`config.mk`:
```
export PLATFORM = sky130hd
export DESIGN_NAME = ebr_ram_reader
export DESIGN_NICKNAME = d
export VERILOG_FILES = /design/src/rtl/ebr_ram_reader.sv
export SDC_FILE = /design/constraint.sdc
export NUM_CORES = 1
export LEC_CHECK = 0
export CAP_MARGIN = 0
export CORE_MARGIN = 5
export CORE_UTILIZATION = 45
export DETAILED_ROUTE_END_ITERATION = 10
export DONT_BUFFER_PORTS = 1
export PLACE_DENSITY_LB_ADDON = 0.3
export SLEW_MARGIN = 0
export SYNTH_ARGS = -nofsm -noshare
export SYNTH_HDL_FRONTEND = slang
export SYNTH_SLANG_ARGS = --single-unit
```
`constraint.sdc`:
```
create_clock -name i_clock -period 4.28 [get_ports i_clock]
set_clock_uncertainty 0.2 [all_clocks]
set_input_delay 0.642 -clock i_clock [delete_from_list [all_inputs] [get_ports i_clock]]
set_output_delay 0.642 -clock i_clock [all_outputs]
set_load 0.01 [all_outputs]
```
`src/rtl/ebr_ram_reader.sv`:
```
// Burst reader for the block-RAM buffer: command -> bounded in-flight RAM reads -> valid/ready stream with o_last.
// First address one cycle after command accept, output one cycle after RAM data; EBR_RAM_READER_STRIDE_EN adds i_cmd_stride.
module ebr_ram_reader #(
  parameter int WIDTH           = 8,
  parameter int DEPTH           = 1024,
  parameter int MAX_OUTSTANDING = 3
) (
  input  logic                     i_clock,
  input  logic                     i_reset,
  input  logic [$clog2(DEPTH)-1:0] i_cmd_base,
  input  logic [$clog2(DEPTH):0]   i_cmd_len,
`ifdef EBR_RAM_READER_STRIDE_EN
  input  logic [$clog2(DEPTH)-1:0] i_cmd_stride,
`endif
  input  logic                     i_cmd_valid,
  output logic                     o_cmd_ready,
  output logic [$clog2(DEPTH)-1:0] o_ram_addr,
  output logic                     o_ram_addr_valid,
  input  logic                     i_ram_addr_ready,
  input  logic [WIDTH-1:0]         i_ram_data,
  input  logic                     i_ram_valid,
  output logic                     o_ram_ready,
  output logic [WIDTH-1:0]         o_data,
  output logic                     o_valid,
  output logic                     o_last,
  input  logic                     i_ready,
  output logic                     o_busy
);
  localparam int AW = $clog2(DEPTH);
  localparam int LW = AW + 1;
  localparam int OW = $clog2(MAX_OUTSTANDING + 1);

  typedef enum logic [1:0] {IDLE, ISSUE, DRAIN} state_t;

  state_t        state;
  logic [LW-1:0] len;
  logic [LW-1:0] issue_left;
  logic [LW-1:0] ret_cnt;
  logic [LW-1:0] ret_next;
  logic [OW-1:0] outstanding;
  logic [AW-1:0] step;
  logic [AW:0]   addr_sum;
  logic [AW-1:0] next_addr;
  logic          cmd_hs;
  logic          addr_hs;
  logic          data_hs;
  logic          out_hs;

  assign cmd_hs  = o_cmd_ready && i_cmd_valid;
  assign addr_hs = o_ram_addr_valid && i_ram_addr_ready;
  assign data_hs = i_ram_valid && o_ram_ready;
  assign out_hs  = o_valid && i_ready;

  // Valid only drops when the in-flight window is full, and that cannot happen while an address waits.
  assign o_ram_addr_valid = (state == ISSUE) && (outstanding < OW'(MAX_OUTSTANDING));
  assign o_ram_ready      = (outstanding != '0) && (!o_valid || i_ready);
  assign o_busy           = (state != IDLE) || o_valid;

  assign ret_next  = ret_cnt + LW'(1);
  assign addr_sum  = {1'b0, o_ram_addr} + {1'b0, step};
  assign next_addr = (addr_sum >= LW'(DEPTH)) ? AW'(addr_sum - LW'(DEPTH)) : addr_sum[AW-1:0];

`ifdef EBR_RAM_READER_STRIDE_EN
  logic [AW:0]   stride_ext;
  logic [AW-1:0] stride_mod;
  assign stride_ext = {1'b0, i_cmd_stride};
  assign stride_mod = (stride_ext >= LW'(DEPTH)) ? AW'(stride_ext - LW'(DEPTH)) : i_cmd_stride;

  always_ff @(posedge i_clock) begin
    if (i_reset)
      step <= '0;
    else if (cmd_hs)
      step <= stride_mod;
  end
`else
  assign step = AW'(1);
`endif

  always_ff @(posedge i_clock) begin
    if (i_reset) begin
      state       <= IDLE;
      o_cmd_ready <= 1'b0;
      o_ram_addr  <= '0;
      len         <= '0;
      issue_left  <= '0;
      ret_cnt     <= '0;
      outstanding <= '0;
      o_data      <= '0;
      o_valid     <= 1'b0;
      o_last      <= 1'b0;
    end else begin
      case (state)
        IDLE: begin
          o_cmd_ready <= 1'b1;
          if (cmd_hs) begin
            o_ram_addr <= i_cmd_base;
            len        <= i_cmd_len;
            issue_left <= i_cmd_len;
            ret_cnt    <= '0;
            if (i_cmd_len != '0) begin
              state       <= ISSUE;
              o_cmd_ready <= 1'b0;
            end
          end
        end
        ISSUE: begin
          if (addr_hs) begin
            o_ram_addr <= next_addr;
            issue_left <= issue_left - LW'(1);
            if (issue_left == LW'(1))
              state <= DRAIN;
          end
        end
        DRAIN: begin
          if (data_hs && (ret_next == len)) begin
            state       <= IDLE;
            o_cmd_ready <= 1'b1;
          end
        end
        default: state <= IDLE;
      endcase

      case ({addr_hs, data_hs})
        2'b10:   outstanding <= outstanding + OW'(1);
        2'b01:   outstanding <= outstanding - OW'(1);
        default: outstanding <= outstanding;
      endcase

      if (data_hs) begin
        ret_cnt <= ret_next;
        o_data  <= i_ram_data;
        o_valid <= 1'b1;
        o_last  <= (ret_next == len);
      end else if (out_hs) begin
        o_valid <= 1'b0;
        o_last  <= 1'b0;
      end
    end
  end
endmodule

```
Word level (Yosys, flattened, before mapping)
Cells that the tools add are included.
Widths: inputs -> output; s select.

operators by class
  $add $sub $neg = 6
  equal/unequal tests = 11
  reduce and logical (&&, ||, !) cells = 25
  magnitude comparators = 2
  multiplexer cells = 24

operators with widths
  operator               number
  $mux 11                5
  $mux 10                3
  $pmux 11 s2            1
  $pmux 10 s2            1
  $reduce_bool 2->1      8
  $add 10x1->11 const B  1
  $add 11x1->11 const B  1
  $eq 11x1->1 const B    1
  $eq 11x11->1           1
  $ge 11x11->1 const B   1
  $reduce_bool 11->1     1
  $sub 11x1->11 const B  1
  $mux 2                 5
  $sub 10x1->10 const B  1
  $ne 2x2->1 const B     4
  $logic_and 1x1->1      7
  $mux 1                 6
  $pmux 2 s3             1
  $reduce_and 2->1       3
  $reduce_and 5->1       1
  $eq 2x1->1 const B     2
  $eq 2x2->1 const B     2
  $pmux 2 s2             1
  $reduce_and 3->1       1
  8 further kinds        9

storage, ports and cells
  bits in registers = 58
  logic and storage cells = 78

Logic depth before layout (Yosys ltp)
  word-level depth = 7
  depth in mapped cells = 10

Least setup slack after synthesis
No wires, ideal clock.

  path kind = input-to-reg
  from = in i_ready
  to = reg outstanding[1]
  setup slack = 1676 ps
  buffers on the path = 2
  stages = 9
  arrival time = 2334 ps
  path through = nor2b_1 > nor2_1 > nand2_1 > inv_1 > buf_2 > buf_1 > ha_1 > or3_1 > a21oi_1

on the way
  word-level cells in the longest chain between the ends = 5
  elaborated cells between the ends (all ways) = 7
  those cells by class = eq/ne (2); mux (1); reduce/logical (4)

RTL lines
  what                                             line  source
  start: declaration                               26    input logic i_ready,
  $logic_or 1x1->1 (*)                             56    assign o_ram_ready = (outstanding != '0) && (!o_valid || i_ready);
  $logic_and 1x1->1 (*)                            56
  via o_ram_ready                                  22    output logic o_ram_ready,
  $logic_and 1x1->1 (*)                            51    assign data_hs = i_ram_valid && o_ram_ready;
  via data_hs                                      46    logic data_hs;
  $eq 2x1->1 or $eq 2x2->1 (tied branches)         123   case ({addr_hs, data_hs})
  $pmux 2 s2 or $reduce_bool 2->1 (tied branches)  --
  end signal: assignment                           124   2'b10: outstanding <= outstanding + OW'(1);
  end signal: assignment                           125   2'b01: outstanding <= outstanding - OW'(1);
  end signal: assignment                           126   default: outstanding <= outstanding;
  end: declaration                                 40    logic [OW-1:0] outstanding;

Mark *: on every way through the listed nets, which the timed path passes. The rest lies on a longest branch.
A chain may end at the register's enable or synchronous reset.

Worst setup path after layout
  from = reg o_valid
  to = reg outstanding[1]

on the way
  word-level cells in the longest chain between the ends = 6
  elaborated cells between the ends (all ways) = 8
  those cells by class = eq/ne (2); mux (1); reduce/logical (5)

RTL lines
  what                                             line  source
  start: declaration                               24    output logic o_valid,
  start signal: assignment                         89    o_valid <= 1'b0;
  start signal: assignment                         132   o_valid <= 1'b1;
  start signal: assignment                         135   o_valid <= 1'b0;
  $logic_not 1->1 (*)                              56
  $logic_or 1x1->1 (*)                             56
  $logic_and 1x1->1 (*)                            56
  via o_ram_ready                                  22
  $logic_and 1x1->1 (*)                            51
  $eq 2x1->1 or $eq 2x2->1 (tied branches)         123
  $pmux 2 s2 or $reduce_bool 2->1 (tied branches)  --

Marks and branches as above.

==> results.py <==
metrics = {
    "synthesis": {
        "synth_mux_area_share_pct": 0,
        "synth_top_flop_cell": "dfxtp_1",
        "ys_ff_latch": 58,
        "synth_compound_area_share_pct": 23.7,
        "synth-edff-count": 0,
        "synth.top_cell.area_share_pct": 36.5,
        "synthSimpleGateAreaFrac_pct": 26.9,
        "ys_seq_area_share_pct": 36.5,
        "yosys-top-cells-count": "nand2_1, dfxtp_1, a21oi_1",
        "synth_adder_area_share_pct": 1.97,
        "yosys_warnings": 0,
        "avgSynthCellArea_um2": 7.60,
        "syn_inst": 418,
        "synthXorXnorAreaFrac_pct": 4.69,
        "synth_top_area_cell": "dfxtp_1",
        "synth_area_leaders": "dfxtp_1, a21oi_1, nand2_1",
        "synth_nets": 458,
        "async_flop_share_pct": 0,
        "synth.most_common_cell": "nand2_1",
        "ys_types": 52,
        "netlist_area_mm2": 0.00318,
        "synth_top_family_by_area": "simple AND/OR/NAND/NOR gates",
    },
    "floorplanning": {
        "start_util_pct": 46.5,
        "fp.dieH_um": 94.0,
        "die_w_um": 94.0,
        "die_area_mm2": 0.00884,
        "ios": 59,
        "row_count": 30,
        "core_mm2": 0.00683,
    },
    "drt": {
        "ant_nets": 0,
        "dr_total_vias": 2828,
        "drc": 0,
        "wl_per_cell_um": 15.2,
        "drt_first_pass_iters": 4,
        "drt_first_iter_violations": 159,
        "avgViaCountPerCell": 5.58,
        "wl_um": 7710,
    },
    "clock_tree": {
        "cts_buffers": 9,
        "cts_root_buffer": "clkbuf_8",
        "cts_hold_buf": 0,
        "cts_buffer_depth": 2,
        "cts.sinks": 58,
        "post_cts_resized": 0,
        "cts_tree": "built",
        "clock_latency_ns": 0.36,
        "htree_levels": 3,
        "cts.clk_slew.worst_paths_ns": 0.06,
        "post_cts_buffers": 0,
    },
    "pwr": {
        "power.density_mw_per_mm2": 394,
        "vdd_drop_max_mv": 0.206,
        "p_leak_nw": 1.18,
    },
    "sta": {
        "setup_viol": 0,
        "max_freq_ghz": 0.366,
        "setup_slack_ns": 1.55,
        "fin_crit_ns": 2.73,
        "rsz0062_at_grt": "false",
        "setup_tns_ns": 0,
        "hold_ws_ns": 0.164,
        "post-route-period-util_pct": 63.8,
        "hold_viol_final": 0,
        "tightest_slew_ns": 0.812,
        "slew_violations": 0,
        "maxSlewHeadroom_pct": 45.8,
    },
    "final_layout": {
        "nets": 446,
        "multi_input_area_mm2": 0.00182,
        "fin_cells": 507,
        "areaGrowthSynthToFinish_pct": 5.75,
        "regArea_mm2": 0.00116,
        "diodes": 0,
        "drive_above_1_share_pct": 8.03,
        "nFillCells": 682,
    },
    "place": {
        "place_inst": 491,
        "dp.final_hpwl_um": 5420,
        "pre_cts_ws_ns": 1.39,
        "gp_congestion": 0.905,
        "portBuffers": 0,
    },
    "grt": {
        "grt_pass1_wl_um": 13200,
        "antenna_found_initial": 0,
        "grt_overflow": 0,
        "grt_usage_pct": 18.7,
        "grt_max_degree": 60,
        "grt_pass1_vias": 2698,
    },
    "flow_run": {
        "cap_viol_max_count": 0,
    },
    "critical_path": {
        "r2r_cells": 8,
        "crit_start": "o_valid",
        "critPathArrivalTime_ns": 2.81,
        "r2r_start": "o_valid",
        "worst-r2r-setup-slack_ns": 1.55,
        "crit_path_end_kind": "flop",
        "required_ns": 4.36,
        "r2r_end": "outstanding[1]",
        "path_class": "reg2reg",
        "cp_max_fo": 22,
        "crit_end": "outstanding[1]",
        "start_kind": "flop",
    },
    "worst_hold_path": {
        "hp-class": "in2reg",
        "min_path_cells": 1,
    },
    "outcome": {
        "status": "complete, no violations",
    },
}
[layout make-up]
class	count	share of cell area, %
well taps	96	3.57
clock inverters	7	2.08
multi-input cells	324	54.2
flip-flops and latches	58	34.5
clock buffers	9	3.69
inverters	9	1.01
repair buffers	4	0.894
[per-stage QoR]
step                      utilization [%]  total power [mW]  cell area, um2
final                                49.2              1.32            3360
after global routing                 49.2              1.40            3360
after CTS                            49.2              1.34            3360
after detailed placement             46.4             0.840            3170
after global placement               46.4             0.834            3170
after floorplan                         -             0.800            3180
[where the power goes]
group,leakage [nW],internal (mW),switching (mW)
clock network,0.0873,0.266,0.231
registers,0.472,0.574,0.0437
logic,0.616,0.0797,0.130
total,1.18,0.919,0.405
[kinds of logic (layout without fill, tap and decap cells)]
family | Yosys count | count (layout)
AOI/OAI and AO/OA | 124 | 124
xor gates and xnor gates | 17 | 17
adders and majority gates | 5 | 5
buffers and inverters | 36 | 29
DFF | 58 | 58
and+or+nand+nor | 178 | 178
[worst max-delay path, cell delays in order, from the launching register on]
cell and delay (ns):
dfxtp_1 0.37, nor2b_1 0.17, nor2_1 0.26, nand2_1 0.09, buf_4 0.21, inv_1 0.47
ha_1 0.37, or3_1 0.38, a21oi_1 0.15
[sequential cells by signal, indices dropped and copies added, names as in the netlist, 2 cells and up]
name and flops:
ret_cnt 11, o_data 8, state 2, len 11
outstanding 2, issue_left 11, o_ram_addr 10
[metal layers]
metal / vias up / track usage (%) / wire length, um
met2: 69 / 28.0 / 3380
met5: - / 0 / 0
met3: 12 / 7.21 / 631
li1: 1454 / - / -
met4: 0 / 6.86 / 116
met1: 1293 / 24.4 / 3580
[worst min path at each step]
stage                        startpoint             to  slack [ns]
after detailed placement         len[1]         len[1]        0.26
after global routing            i_reset  o_ram_addr[2]        0.14
after CTS                       i_reset  o_ram_addr[5]        0.14
after global placement           len[1]         len[1]        0.25
final                           i_reset  o_ram_addr[3]        0.16
after floorplan           issue_left[1]  issue_left[1]        0.25
[layout by cell type (no fill, tap or decap), drive strengths merged, types with 2 or more instances in the layout]
cell type  instances
a211oi             7
a21o               4
a21oi             58
a22o               2
a22oi              8
a311oi             2
a31oi              3
and2               3
and3               5
buf                4
clkbuf             9
clkinv             2
clkinvlp           4
dfxtp             58
ha                 5
inv                9
nand2             68
nand3             15
nand3b             5
nand4              2
nor2              49
nor2b              3
nor3              12
nor4               5
o2111ai            2
o21ai             24
o22ai              2
o31ai              4
o32ai              5
or3                5
or4                3
xnor2             13
xor2               4
(Power assumes the default switching activity.)
